## config.mk

```make
export PLATFORM = sky130hd
export DESIGN_NAME = buffer_escrita
export DESIGN_NICKNAME = d
export VERILOG_FILES = /design/src/rtl/buffer_escrita.sv
export SDC_FILE = /design/constraint.sdc
export NUM_CORES = 1
export LEC_CHECK = 0
export CORE_MARGIN = 10
export CORE_UTILIZATION = 58
export DETAILED_ROUTE_END_ITERATION = 10
export PLACE_DENSITY_LB_ADDON = 0.15
export SLEW_MARGIN = 20
export SYNTH_ARGS = -nofsm -noshare
export SYNTH_HDL_FRONTEND = slang
export SYNTH_SLANG_ARGS = --single-unit
```

## constraint.sdc

```tcl
create_clock -name clock -period 5.4 [get_ports clock]
set_clock_uncertainty 0.1 [all_clocks]
set_input_delay 1.08 -clock clock [delete_from_list [all_inputs] [get_ports clock]]
set_output_delay 1.08 -clock clock [all_outputs]
set_load 0.02 [all_outputs]
```

## src/rtl/buffer_escrita.sv

```systemverilog
// rtl/buffer_escrita.sv - write buffer between the nRisc datapath and the 256x8 data memory
//
// Purpose: queues CPU stores in a FIFO of {address, data} and drains them to
// memory one per cycle while the memory port is free. Loads take priority over
// draining. With BUFFER_ESCRITA_ENCAMINHAMENTO_EN defined, loads that match a
// queued store are served from the buffer (youngest match wins); without it,
// a load first waits for the buffer to empty and then reads memory.
//
// Ports:
//   clock, reset               clock, asynchronous active-low reset
//   CpuEndereco, CpuDado       load/store address and store data
//   CpuLer, CpuEscrever        load/store requests, held until accepted
//   Descarrega                 drain request, empties the buffer
//   CpuEspera                  combinational stall for the pending request
//   CpuPronto, CpuDadoLido     registered load-complete pulse and load data
//   MemEndereco, MemDadoPraEscrever, MemLerMemoria, MemEscreveMemoria,
//   MemDadoLido                data memory port (sync read, negedge write)
//   Cheio, Vazio, Ocupacao     buffer status
module buffer_escrita #(
  parameter int PROFUNDIDADE = 4
) (
  input  logic                           clock,
  input  logic                           reset,
  input  logic [7:0]                     CpuEndereco,
  input  logic [7:0]                     CpuDado,
  input  logic                           CpuLer,
  input  logic                           CpuEscrever,
  input  logic                           Descarrega,
  output logic                           CpuEspera,
  output logic                           CpuPronto,
  output logic [7:0]                     CpuDadoLido,
  output logic [7:0]                     MemEndereco,
  output logic [7:0]                     MemDadoPraEscrever,
  output logic                           MemLerMemoria,
  output logic                           MemEscreveMemoria,
  input  logic [7:0]                     MemDadoLido,
  output logic                           Cheio,
  output logic                           Vazio,
  output logic [$clog2(PROFUNDIDADE):0]  Ocupacao
);

  localparam int PW = $clog2(PROFUNDIDADE);
  localparam logic [PW:0] N_ENTRADAS = (PW+1)'(PROFUNDIDADE);

  typedef enum logic [1:0] {OCIOSO, LEITURA, CAPTURA, DRENANDO} estado_t;

  estado_t       estado;
  logic [7:0]    fila_end  [PROFUNDIDADE];
  logic [7:0]    fila_dado [PROFUNDIDADE];
  logic [PW-1:0] cabeca;
  logic [PW-1:0] cauda;
  logic [7:0]    end_leitura;

  logic pedido;
  logic ocupado;
  logic aceita;
  logic aceita_ler;
  logic aceita_escrever;
  logic drena;

  assign Vazio = (Ocupacao == '0);
  assign Cheio = (Ocupacao == N_ENTRADAS);

  // Stall uses Cheio only, even if a drain would free a slot this cycle.
  assign pedido          = CpuLer | CpuEscrever;
  assign ocupado         = (estado == LEITURA) || (estado == DRENANDO);
  assign CpuEspera       = pedido & (ocupado | (CpuEscrever & Cheio));
  assign aceita          = pedido & ~CpuEspera;
  assign aceita_ler      = aceita & CpuLer;
  // A simultaneous load+store serves the load and drops the store.
  assign aceita_escrever = aceita & CpuEscrever & ~CpuLer;
  assign drena           = ~Vazio & (estado != LEITURA);

  always_comb begin
    MemLerMemoria      = (estado == LEITURA);
    MemEscreveMemoria  = drena;
    MemEndereco        = '0;
    MemDadoPraEscrever = '0;
    if (estado == LEITURA) begin
      MemEndereco = end_leitura;
    end else if (drena) begin
      MemEndereco        = fila_end[cabeca];
      MemDadoPraEscrever = fila_dado[cabeca];
    end
  end

`ifdef BUFFER_ESCRITA_ENCAMINHAMENTO_EN
  logic       acerto;
  logic [7:0] dado_encaminhado;
  logic       enc_pendente;
  logic [7:0] enc_dado;

  // Scan from head to tail so the last match seen is the youngest store.
  // Uses pre-edge contents, so a head being drained this cycle still matches.
  always_comb begin
    acerto           = 1'b0;
    dado_encaminhado = '0;
    for (int i = 0; i < PROFUNDIDADE; i++) begin
      if (((PW+1)'(i) < Ocupacao) && (fila_end[cabeca + PW'(i)] == CpuEndereco)) begin
        acerto           = 1'b1;
        dado_encaminhado = fila_dado[cabeca + PW'(i)];
      end
    end
  end
`else
  logic carga_pendente;
`endif

  always_ff @(posedge clock or negedge reset) begin
    if (!reset) begin
      estado      <= OCIOSO;
      cabeca      <= '0;
      cauda       <= '0;
      Ocupacao    <= '0;
      end_leitura <= '0;
      CpuPronto   <= 1'b0;
      CpuDadoLido <= '0;
      for (int i = 0; i < PROFUNDIDADE; i++) begin
        fila_end[i]  <= '0;
        fila_dado[i] <= '0;
      end
`ifdef BUFFER_ESCRITA_ENCAMINHAMENTO_EN
      enc_pendente <= 1'b0;
      enc_dado     <= '0;
`else
      carga_pendente <= 1'b0;
`endif
    end else begin
      CpuPronto <= 1'b0;

      if (aceita_escrever) begin
        fila_end[cauda]  <= CpuEndereco;
        fila_dado[cauda] <= CpuDado;
        cauda            <= cauda + 1'b1;
      end
      if (drena) begin
        cabeca <= cabeca + 1'b1;
      end
      if (aceita_escrever && !drena) begin
        Ocupacao <= Ocupacao + 1'b1;
      end else if (!aceita_escrever && drena) begin
        Ocupacao <= Ocupacao - 1'b1;
      end

      case (estado)
        OCIOSO, CAPTURA: begin
          // Memory data read during LEITURA is valid throughout CAPTURA.
          if (estado == CAPTURA) begin
            CpuDadoLido <= MemDadoLido;
            CpuPronto   <= 1'b1;
          end
          if (aceita_ler) begin
            end_leitura <= CpuEndereco;
`ifdef BUFFER_ESCRITA_ENCAMINHAMENTO_EN
            estado <= acerto ? OCIOSO : LEITURA;
`else
            if (Vazio) begin
              estado <= LEITURA;
            end else begin
              estado         <= DRENANDO;
              carga_pendente <= 1'b1;
            end
`endif
          end else if (Descarrega) begin
            estado <= DRENANDO;
          end else begin
            estado <= OCIOSO;
          end
        end
        LEITURA: estado <= CAPTURA;
        DRENANDO: begin
          if (Vazio) begin
`ifdef BUFFER_ESCRITA_ENCAMINHAMENTO_EN
            estado <= OCIOSO;
`else
            estado         <= carga_pendente ? LEITURA : OCIOSO;
            carga_pendente <= 1'b0;
`endif
          end
        end
        default: estado <= OCIOSO;
      endcase

`ifdef BUFFER_ESCRITA_ENCAMINHAMENTO_EN
      // Forwarded data is held one cycle so a hit completes one edge after accept.
      enc_pendente <= aceita_ler & acerto;
      if (aceita_ler && acerto) begin
        enc_dado <= dado_encaminhado;
      end
      if (enc_pendente) begin
        CpuDadoLido <= enc_dado;
        CpuPronto   <= 1'b1;
      end
`endif
    end
  end

endmodule

```

==> results <==
- The largest family of logic cells by synthesized area is multiplexers.
- The register-to-register setup slack is slightly below 3000 ps.
- Synthesis produced a netlist with a net count of approximately 300.
- The die span in y is between 100 and 150 µm.
- The root buffer cell chosen for the clock tree is clkbuf_8.
- For the worst setup path, the data required time is roughly 4200 ps.
- Counting the fill cells in the layout gives 496.
- After detailed routing, the average wire length per cell comes to ~20 µm.
- The type of the tightest min-delay check is reg -> reg.
- The die is between 100 and 150 µm wide.
- The routed wire length is ~8400 µm.
- The worst setup slack before clock tree synthesis is 1740 ps.
- The clock insertion delay at the later pin of the skew report is around 350 ps.
- The mapped cell area is roughly 4300 µm².
- The period utilization is 0.709.
- The signal on the critical path passes through buf_4, mux4_2, a22o_1, clkdlybuf4s50_1.
- The number of setup buffers added after CTS is 0.
- In this run the tightest slew margin relative to its limit is 0.392.
- Once the clock tree was built, the resizer swapped 0 gates to a different size.
- Setup repair after global routing left no endpoint under its margin.
- The adder and majority gate portion of the synthesized area is 0.0192.
- The maximum fanout encountered on the critical timing path is 10.
- The clock-pin slew reported for the worst setup and hold paths after clock tree synthesis is 80 ps.
- The length in cells of the worst reg-to-reg path is 7.
- TritonCTS built the clock tree.
- Dividing the detail-routed via count by the number of cells gives approximately 5.6.
- The number of port buffers is 61.
- Setup slack on the critical path of the routed design comes to 1570 ps.
- Routability-driven placement finished with a final weighted congestion of between 0.7 and 0.8.
- Counting along the longest clock path gives a buffer depth of 2.
- The post-synthesis compound-gate area fraction was 0.0293.
- For the final routed database, the setup TNS stands at 0 ps.
- The flow ran to the end, and the final reports show no timing, DRC or antenna violations.
- For this run, the number of Yosys warnings is 0.
- For this design, the sink count on the clock tree is 91.
- The post-synthesis area per instance is 16.4 µm².
- The distinct cell type count of the synthesized netlist is 31.
- The initial core utilization is 0.594.
- The category of the most critical setup path is reg -> out.
- The combined global-route utilization of all metal layers is 0.161.
- In this run, CTS created clock tree buffers numbering 9.
- The max-slew violation count was 0.
- The cell leakage power is ~2.4 nW.
- The simple-gate portion of the synthesized area is 0.0493.
- The fraction of synthesized cell area in xor and xnor cells is 0.0122.
- The timing-limited maximum frequency is around 260 MHz.
- The leftover overflow at the end of global routing is 0.
- The final period demand of the worst path is ~3800 ps.
- The I/O pin total is 62.
- Across the VDD grid, the largest voltage drop is roughly 0.00032 V.
- The worst setup path is captured at an output port.
- The largest net degree at the start of global routing is 62.
- The die footprint is approximately 11000 µm².
- The overall via count from detail_route is roughly 2400.
- For this run, the slowest stage of the critical path takes 670 ps.
- The final-report hold violation count is 0.
- The synthesized design contains 91 register bits.
- The portion of synthesized area spent on multiplexers is 0.333.
- The global-route wire length before repair is 14400 µm.
- Power spread over the standard cell area amounts to about 640 nW/µm².
- The cell type of the slowest stage on the worst timing path is dfrtp_1.
- Data on the critical path arrives at its endpoint at 2650 ps.
- The final antenna-violating net count is 0.
- Relative to the synthesized area, the layout overhead comes to 19.4%.
- The number of max-cap violations is 0.
- Of the synthesized area, sequential elements account for 0.528.
- The placed wire-length estimate is ~5600 µm.
- The first routing iteration left 91 violations.
- In the layout the commonest cells are dfrtp_1 (91), clkdlybuf4s50_1 (60), mux2_2 (42).
- The setup violation total in the final timing report is 0.
- At the pin with the least slew margin, the transition time is 910 ps.
- The launching element of the worst setup path is cabeca[0]$_DFFE_PN0P_.
- The floorplan core area is between 7000 and 8000 µm².
- The number of remaining DRC errors is 0.
- The share of final-layout standard cells stronger than drive strength 1 is 0.363.
- The number of rows in the core area is 31.
- Following the worst setup path forward leads to its endpoint at MemEndereco[7].
- The number of antenna violations at the first check in global routing is 0.
- The number of global-route vias before repair is 2723.
- The end of the worst register-to-register path is Ocupacao[1]$_DFFE_PN0P_.
- The most common library cell in the layout ignoring fill and taps is dfrtp_1.
- Synthesis produced approximately 260 cells.
- For this design, the CTS-stage hold fixing added 0 buffers.
- The iteration count of the initial detailed-routing pass is 4.
- The number of antenna diodes in the final layout is 0.
- In this run the critical register-to-register path is launched from Ocupacao[0]$_DFFE_PN0P_.
- The count of H-tree levels built during CTS is 3.
- STA classifies the critical path startpoint as a flip-flop.
- For this run, the post-layout net count is approximately 360.
-- layout make-up --
class                           count  area (µm²)  share of cell area
Clock buffer                       14         153              0.0296
Clock inverter                      2        35.0             0.00680
Inverter                            8        30.0             0.00583
Multi-Input combinational cell    150        1910               0.371
Sequential cell                    91        2280               0.442
Tap cell                           99         124              0.0241
Timing Repair Buffer               63         623               0.121
-- where the power goes --
part | internal (W) | leakage, nW | switching (W)
Clock | 0.000227 | 0.0947 | 0.000220
Combinational | 0.000957 | 1.16 | 0.000647
Sequential | 0.00101 | 1.13 | 0.000234
-- critical path, delay by kind of cell, from the launching register on --
| kind | cells | cell delay [ps] |
|---|---|---|
| flip-flops | 1 | 670 |
| AO/OA/AOI/OAI | 1 | 230 |
| multiplexers | 1 | 520 |
| buffers and inverters | 2 | 880 |
-- Yosys cell counts, drive strengths merged --
cell type / number / area share
and3: 2 / 0.0029
o211a: 1 / 0.0023
a211oi: 2 / 0.0035
o21ai: 2 / 0.0032
ha: 5 / 0.015
a211o: 1 / 0.0020
xor2: 3 / 0.0061
fa: 1 / 0.0046
xnor2: 3 / 0.0061
nand2: 2 / 0.0017
a41oi: 1 / 0.0020
nand3: 4 / 0.016
or3b: 1 / 0.0020
nand4bb: 1 / 0.0026
nor3b: 2 / 0.0061
a22o: 8 / 0.016
nor2: 2 / 0.0017
nor2b: 2 / 0.0029
mux2: 82 / 0.25
buf: 11 / 0.020
inv: 8 / 0.0070
mux4: 16 / 0.084
dfrtp: 91 / 0.53
clkbuf: 3 / 0.0026
and2: 8 / 0.012
or3: 1 / 0.0015
-- worst min path at each step --
stage	startpoint	to	depth (start not counted)
4_1_cts	fila_dado[0]$_DFFE_PN0P_	fila_dado[0]$_DFFE_PN0P_	1
3_3_place_gp	fila_dado[16]$_DFFE_PN0P_	fila_dado[16]$_DFFE_PN0P_	1
2_1_floorplan	carga_pendente$_DFFE_PN0P_	carga_pendente$_DFFE_PN0P_	2
6_report	fila_dado[0]$_DFFE_PN0P_	fila_dado[0]$_DFFE_PN0P_	1
5_1_grt	fila_dado[7]$_DFFE_PN0P_	fila_dado[7]$_DFFE_PN0P_	1
3_5_place_dp	fila_end[30]$_DFFE_PN0P_	fila_end[30]$_DFFE_PN0P_	1
-- registers in the layout (all words and copies together), names as in the netlist --
| register | cells |
|---|---|
| cabeca | 2 |
| end_leitura | 8 |
| estado | 2 |
| Ocupacao | 3 |
| cauda | 2 |
| fila_dado | 32 |
| CpuDadoLido | 8 |
| fila_end | 32 |
| carga_pendente | 1 |
| CpuPronto | 1 |
-- logic make-up after synthesis --
kind of cell | count (synthesis)
simple gates | 25
buf+inv | 22
compound gates | 15
xor+xnor | 6
mux | 98
fa+ha+maj | 6
flops | 91
-- layer usage --
layer | vias up | global-route usage | part of all wire
met5 | - | 0 | 0
met4 | 0 | 0.0377 | 0.0091
met3 | 5 | 0.0562 | 0.046
met2 | 50 | 0.265 | 0.51
met1 | 1262 | 0.199 | 0.43
li1 | 1078 | - | -
-- stage by stage --
| step | instance area [µm²] | total power [W] | std cells | hold WS [ps] | util |
|---|---|---|---|---|---|
| 5_1_grt | 5150 | 0.00351 | 427 | 421 | 0.710 |
| 4_1_cts | 5150 | 0.00334 | 427 | 409 | 0.710 |
| 6_report | 5150 | 0.00329 | 427 | 403 | 0.710 |
| 2_1_floorplan | 4310 | 0.00231 | 263 | 367 | - |
| 3_3_place_gp | 4960 | 0.00284 | 411 | 382 | 0.684 |
| 3_5_place_dp | 4960 | 0.00288 | 411 | 390 | 0.684 |
Note: power is estimated with default switching activity, not from simulation.
